File: src/rtl/ram_arbiter.sv
// Time-slices one single-port synchronous RAM between the CPU and a video fetch unit.
// Video wins each decision point until its burst limit; the CPU is stalled via cpu_ce.
module ram_arbiter #(
   parameter int unsigned VID_BURST_MAX = 4
) (
   input  logic        clock,
   input  logic        reset,
   input  logic [15:0] cpu_address,
   input  logic [7:0]  cpu_out,
   input  logic        cpu_we,
   output logic        cpu_ce,
   output logic [7:0]  cpu_in,
   input  logic        vid_req,
   input  logic [15:0] vid_address,
   output logic        vid_ack,
   output logic [7:0]  vid_data,
   output logic [15:0] mem_address,
   output logic [7:0]  mem_wdata,
   output logic        mem_we,
   input  logic [7:0]  mem_rdata
);

   typedef enum logic [2:0] {
      IDLE  = 3'd0,
      CPU_A = 3'd1,
      CPU_D = 3'd2,
      VID_A = 3'd3,
      VID_D = 3'd4
   } state_t;

   localparam logic [3:0] BURST = 4'(VID_BURST_MAX);

   state_t     state;
   logic [3:0] vid_run;
   logic       sel_vid;
   logic       we_slot;

   // Slot flags are registered alongside the state so every output is a clean decode of it.
   // NOTE: all state uses non-blocking assignments so every register samples pre-edge values.
   always_ff @(posedge clock) begin
      if (reset) begin
         state   <= IDLE;
         vid_run <= '0;
         sel_vid <= 1'b0;
         we_slot <= 1'b0;
         cpu_ce  <= 1'b0;
         vid_ack <= 1'b0;
      end else begin
         case (state)
            IDLE, CPU_D, VID_D: begin
               cpu_ce  <= 1'b0;
               vid_ack <= 1'b0;
               if (vid_req && (vid_run < BURST)) begin
                  state   <= VID_A;
                  vid_run <= vid_run + 4'd1;
                  sel_vid <= 1'b1;
                  we_slot <= 1'b0;
               end else begin
                  state   <= CPU_A;
                  vid_run <= '0;
                  sel_vid <= 1'b0;
                  we_slot <= 1'b1;
               end
            end
            CPU_A: begin
               state   <= CPU_D;
               we_slot <= 1'b0;
               cpu_ce  <= 1'b1;
            end
            VID_A: begin
               state   <= VID_D;
               vid_ack <= 1'b1;
            end
            default: begin
               state   <= IDLE;
               vid_run <= '0;
               sel_vid <= 1'b0;
               we_slot <= 1'b0;
               cpu_ce  <= 1'b0;
               vid_ack <= 1'b0;
            end
         endcase
      end
   end

   // Read data is broadcast to both masters; only cpu_ce / vid_ack qualify it.
   assign mem_address = sel_vid ? vid_address : cpu_address;
   assign mem_wdata   = cpu_out;
   assign mem_we      = we_slot & cpu_we;
   assign cpu_in      = mem_rdata;
   assign vid_data    = mem_rdata;

endmodule

File: config.mk
export PLATFORM = sky130hd
export DESIGN_NAME = ram_arbiter
export DESIGN_NICKNAME = d
export VERILOG_FILES = /design/src/rtl/ram_arbiter.sv
export SDC_FILE = /design/constraint.sdc
export NUM_CORES = 1
export LEC_CHECK = 0
export ABC_AREA = 0
export CORE_MARGIN = 2
export CORE_UTILIZATION = 28
export CTS_CLUSTER_DIAMETER = 60
export DETAILED_ROUTE_END_ITERATION = 7
export PLACE_DENSITY = 0.89
export SLEW_MARGIN = 10
export SYNTH_ARGS = -nofsm -noshare
export SYNTH_HDL_FRONTEND = slang
export SYNTH_SLANG_ARGS = --single-unit
File: constraint.sdc
create_clock -name clock -period 3.05 [get_ports clock]
set_input_delay 0.61 -clock clock [delete_from_list [all_inputs] [get_ports clock]]
set_output_delay 0.61 -clock clock [all_outputs]
set_load 0.02 [all_outputs]
==> Word level (Yosys, flattened, before mapping) <==
Cells that the tools add are included.
{ "word_totals": {"regBits": 11, "out_inout_bits": 43} }
{ "op_classes": {"n_addsub": 1, "order_cmp": 1, "eq_ne": 4, "n_mux": 11, "bitwise": 1, "n_reduce_logical": 4} }
{ "ops": {"columns": ["cell", "n"], "rows": [
  ["$mux 16", 1],
  ["$pmux 3 s3", 1],
  ["$pmux 1 s2", 4],
  ["$pmux 4 s2", 1],
  ["$eq 3x2->1 const B", 2],
  ["$add 4x1->4 const B", 1],
  ["$lt 4x3->1 const B", 1],
  ["$mux 4", 1],
  ["$eq 3x1->1 const B", 1],
  ["$eq 3x3->1 const B", 1],
  ["$logic_not 3->1", 1],
  ["$reduce_or 3->1", 1],
  ["$mux 1", 2],
  ["$mux 2", 1],
  ["$reduce_or 2->1", 1],
  ["$and 1x1->1", 1],
  ["$logic_and 1x1->1", 1]
]} }

==> Depth between registers and ports, before layout <==
{ "depth": {"ltp_word": 4, "ltp_mapped": 3} }

==> Least setup slack after synthesis <==
Ideal clock, no wire load.
{ "synth_timing": {"kind": "register -> output", "startpoint": "register sel_vid", "endpoint": "output mem_address[10]", "arrival_ps": 1077, "slack_ps": 1363, "path_stages_with_launch": 4, "path_cell_list": "dfxtp_1 buf_2 buf_2 mux2_2"} }
{ "synth_via": {"elab_chain_len": 1} }
{ "synth_lines": {"columns": ["item", "line", "text"], "rows": [
  ["start: declaration", "35", "logic sel_vid;"],
  ["start signal: assignment", "44", "sel_vid <= 1'b0;"],
  ["start signal: assignment", "56", "sel_vid <= 1'b1;"],
  ["start signal: assignment", "61", "sel_vid <= 1'b0;"],
  ["$mux 16", "87", "assign mem_address = sel_vid ? vid_address : cpu_address;"],
  ["end: declaration", "17", "output logic [15:0] mem_address,"]
]} }
Every way passes these cells.

==> Worst setup path after layout <==
{ "layout_timing": {"startpoint": "register sel_vid", "endpoint": "output mem_address[7]"} }
The elaborated chain is that of the path after synthesis.

==> results by group <==
Synthesis
  • Syn_area_per_cell: 10.2 µm²
  • Netlist cell types: 21
  • Syn. warnings: 0
  • Seq/Total Area, Yosys: 29.1%
  • Syn nets: 127
  • Ys async rst share: 0%
  • Synth Flop Type: dfxtp_1
  • Synth Register Bits: 11
  • Syn Std Cell Area: 757 µm²
  • Gate Count Post-Synth: 74
  • Post-synth EDFFs: 0

Critical path
  • Required @ worst endpoint: 2440 ps
  • Critical-path cell list: mux2_2 > clkdlybuf4s50_1
  • RR Endpoint: vid_run[0]$_SDFFE_PP0N_
  • Kind of critical path: reg -> out
  • Worst R2R Path Depth: 3
  • R2R setup slack: 1740 ps
  • Worst reg2reg startpoint: vid_run[2]$_SDFFE_PP0N_
  • Worst-path fanout max: 17
  • Signal arrival time at the worst endpoint: 1990 ps
  • Crit-path max cell delay: 760 ps
  • Type of element launching the critical path: flop
  • Crit path max-delay cell type: dfxtp_1
  • Critical Path Sink Type: output pin

Clock tree
  • Clock buffer depth: 2
  • Post-cts sizing count: 0
  • CTS root buf: clkbuf_4
  • Max H-tree Level: 1
  • CTS clk-pin slew, worst paths: 70 ps
  • Clk Latency, worst-skew pair: 270 ps
  • TritonCTS buffer count: 3
  • CTS tree: built
  • Hold_buf cts: 0
  • Postcts setup bufs: 0
  • Clk sinks: 11

Detailed routing
  • Final wirelength: 2.14 mm
  • ANT nets after route: 0
  • Drt via density: 4.74
  • DR iter-0 viols: 19
  • WL/cell: 15.7 µm
  • Met2 WL: 1.22 mm
  • Vias: 644
  • Met3 WL: 240 µm
  • Top routing layer in use: met4
  • DRT Pass-1 Iters: 4
  • Drt drc: 0
  • M1 wire length: 647 µm

Finish
  • Area grow syn2layout: 54.7%
  • Layout cell share with drive strength beyond 1: 23.6%
  • Diodes inserted: 0
  • Nets@finish: 160
  • Non-Filler Instances: 136
  • Final core occ: 46.4%
  • Most common cell after layout, fill and taps aside: clkdlybuf4s50_1
  • Post-layout instance area: 1170 µm²
  • Most frequent cells in the layout: clkdlybuf4s50_1 (54), mux2_2 (16), dfxtp_1 (11)

Hold path
  • Min-Delay Endpoint: cpu_ce$_SDFFE_PP0N_
  • Worst min path class: reg -> reg
  • Worst Hold Depth: 2
  • Worst hold start: cpu_ce$_SDFFE_PP0N_

Timing
  • Setup violators final: 0
  • Setup Skew: 4.52 ps
  • Fin. Hold Viols: 0
  • Slew Limit Fails: 0
  • Slew HR: 54.3%
  • Minimum clock period: 2600 ps
  • Worst slew pin tran: 684 ps
  • Final Cycle Share: 85.3%
  • WHS: 453 ps
  • Setup TNS: 0 ps
  • Final WS setup: 447 ps
  • Top achievable clock speed: 384 MHz
  • RSZ-0062 raised after global routing: no

Place
  • Inst Count DP: 132
  • Port Buffer Count: 54
  • DP Area: 1140 µm²
  • GP Congestion: 0.691
  • Hpwl dp: 1.84 mm
  • Setup Slack @ Placement: 583 ps

Power and ir drop
  • Leak: 0.446 nW
  • Combinational share of power: 36.5%
  • NetSw: 0.113 mW
  • Clock power frac: 24.1%
  • Cell Int Power: 0.299 mW
  • P per Cell Area: 352 nW/µm²
  • Tot Pwr: 0.413 mW
  • Switch share: 27.5%
  • Worst IR Drop VDD: 316 µV
  • Proportion of power drawn by flip-flops and latches: 39.4%

Floorplan
  • Chip Width: 56.0 µm
  • Core Area: 2520 µm²
  • Core Rows: 18
  • Die ar.: 3140 µm²
  • IO Pins: 95
  • Chip height: 56.0 µm
  • Initial Util: 30.0%

Global routing
  • Vias in the first global route: 727
  • First-pass GRT wire length: 3.22 mm
  • Remaining global-route overflow: 0
  • GRT Total Usage: 13.1%
  • Largest net degree at the start of global routing: 18
  • Initial antenna violation count: 0

Status
  • Outcome: finished clean

Job
  • Max Cap Violations: 0
critical path: cells and delay by family, from the launching register on:
family                 cells  cell delay [ps]
DFF                        1              760
buffers and inverters      1              550
muxes                      1              410
cells by family (layout without fill, tap and decap cells):
family          after synthesis  in the layout  synth area share (%)
buf+inv                      27             59                  25.6
mux                          16             16                  23.8
flops                        11             11                  29.1
simple gates                 10             10                  9.75
compound gates                9              9                  10.1
fa+ha+maj                     1              1                  1.65
power groups by stage:
stage,registers [mW],clock network (mW),logic [mW]
after floorplan,0.160,0,0.113
after global placement,0.165,0,0.148
after detailed placement,0.166,0,0.151
after CTS,0.163,0.101,0.152
after global routing,0.164,0.109,0.159
final,0.162,0.0994,0.151
cell type report:
| class | instances | area (µm²) |
|---|---|---|
| fillers | 243 | 1350 |
| repair buffers | 54 | 541 |
| well taps | 30 | 37.5 |
| clock buffers | 4 | 26.3 |
| flip-flops and latches | 11 | 220 |
| multi-input cells | 36 | 343 |
| inverters | 1 | 3.75 |
registers in the layout, indices dropped and copies added, names as in the netlist:
| register | flops |
|---|---|
| we_slot | 1 |
| cpu_ce | 1 |
| vid_run | 4 |
| sel_vid | 1 |
| state | 3 |
| vid_ack | 1 |
cell usage after synthesis (all sizes together) (2+ instances only):
master,n,share of area [%]
or3b,2,2.3
dfxtp,11,29
a21oi,2,1.8
nor2,2,0.99
buf,26,25
a22o,3,3.8
mux2,16,24
and2,3,2.5
worst max-delay path by stage:
stage	startpoint	endpoint	slack, ps	cells after the start
after floorplan	sel_vid$_SDFFE_PP0N_	mem_address[10]	1360	3
after global placement	vid_address[9]	mem_address[9]	590	3
after detailed placement	vid_address[9]	mem_address[9]	580	3
after CTS	sel_vid$_SDFFE_PP0N_	mem_address[7]	410	2
after global routing	sel_vid$_SDFFE_PP0N_	mem_address[0]	340	2
final	sel_vid$_SDFFE_PP0N_	mem_address[7]	450	2
metal layers:
metal / global-route usage (%) / vias up
li1: - / 296
met1: 10.7 / 288
met2: 27.4 / 51
met3: 6.74 / 9
met4: 2.04 / 0
met5: 0 / -
(Power assumes the default switching activity.)
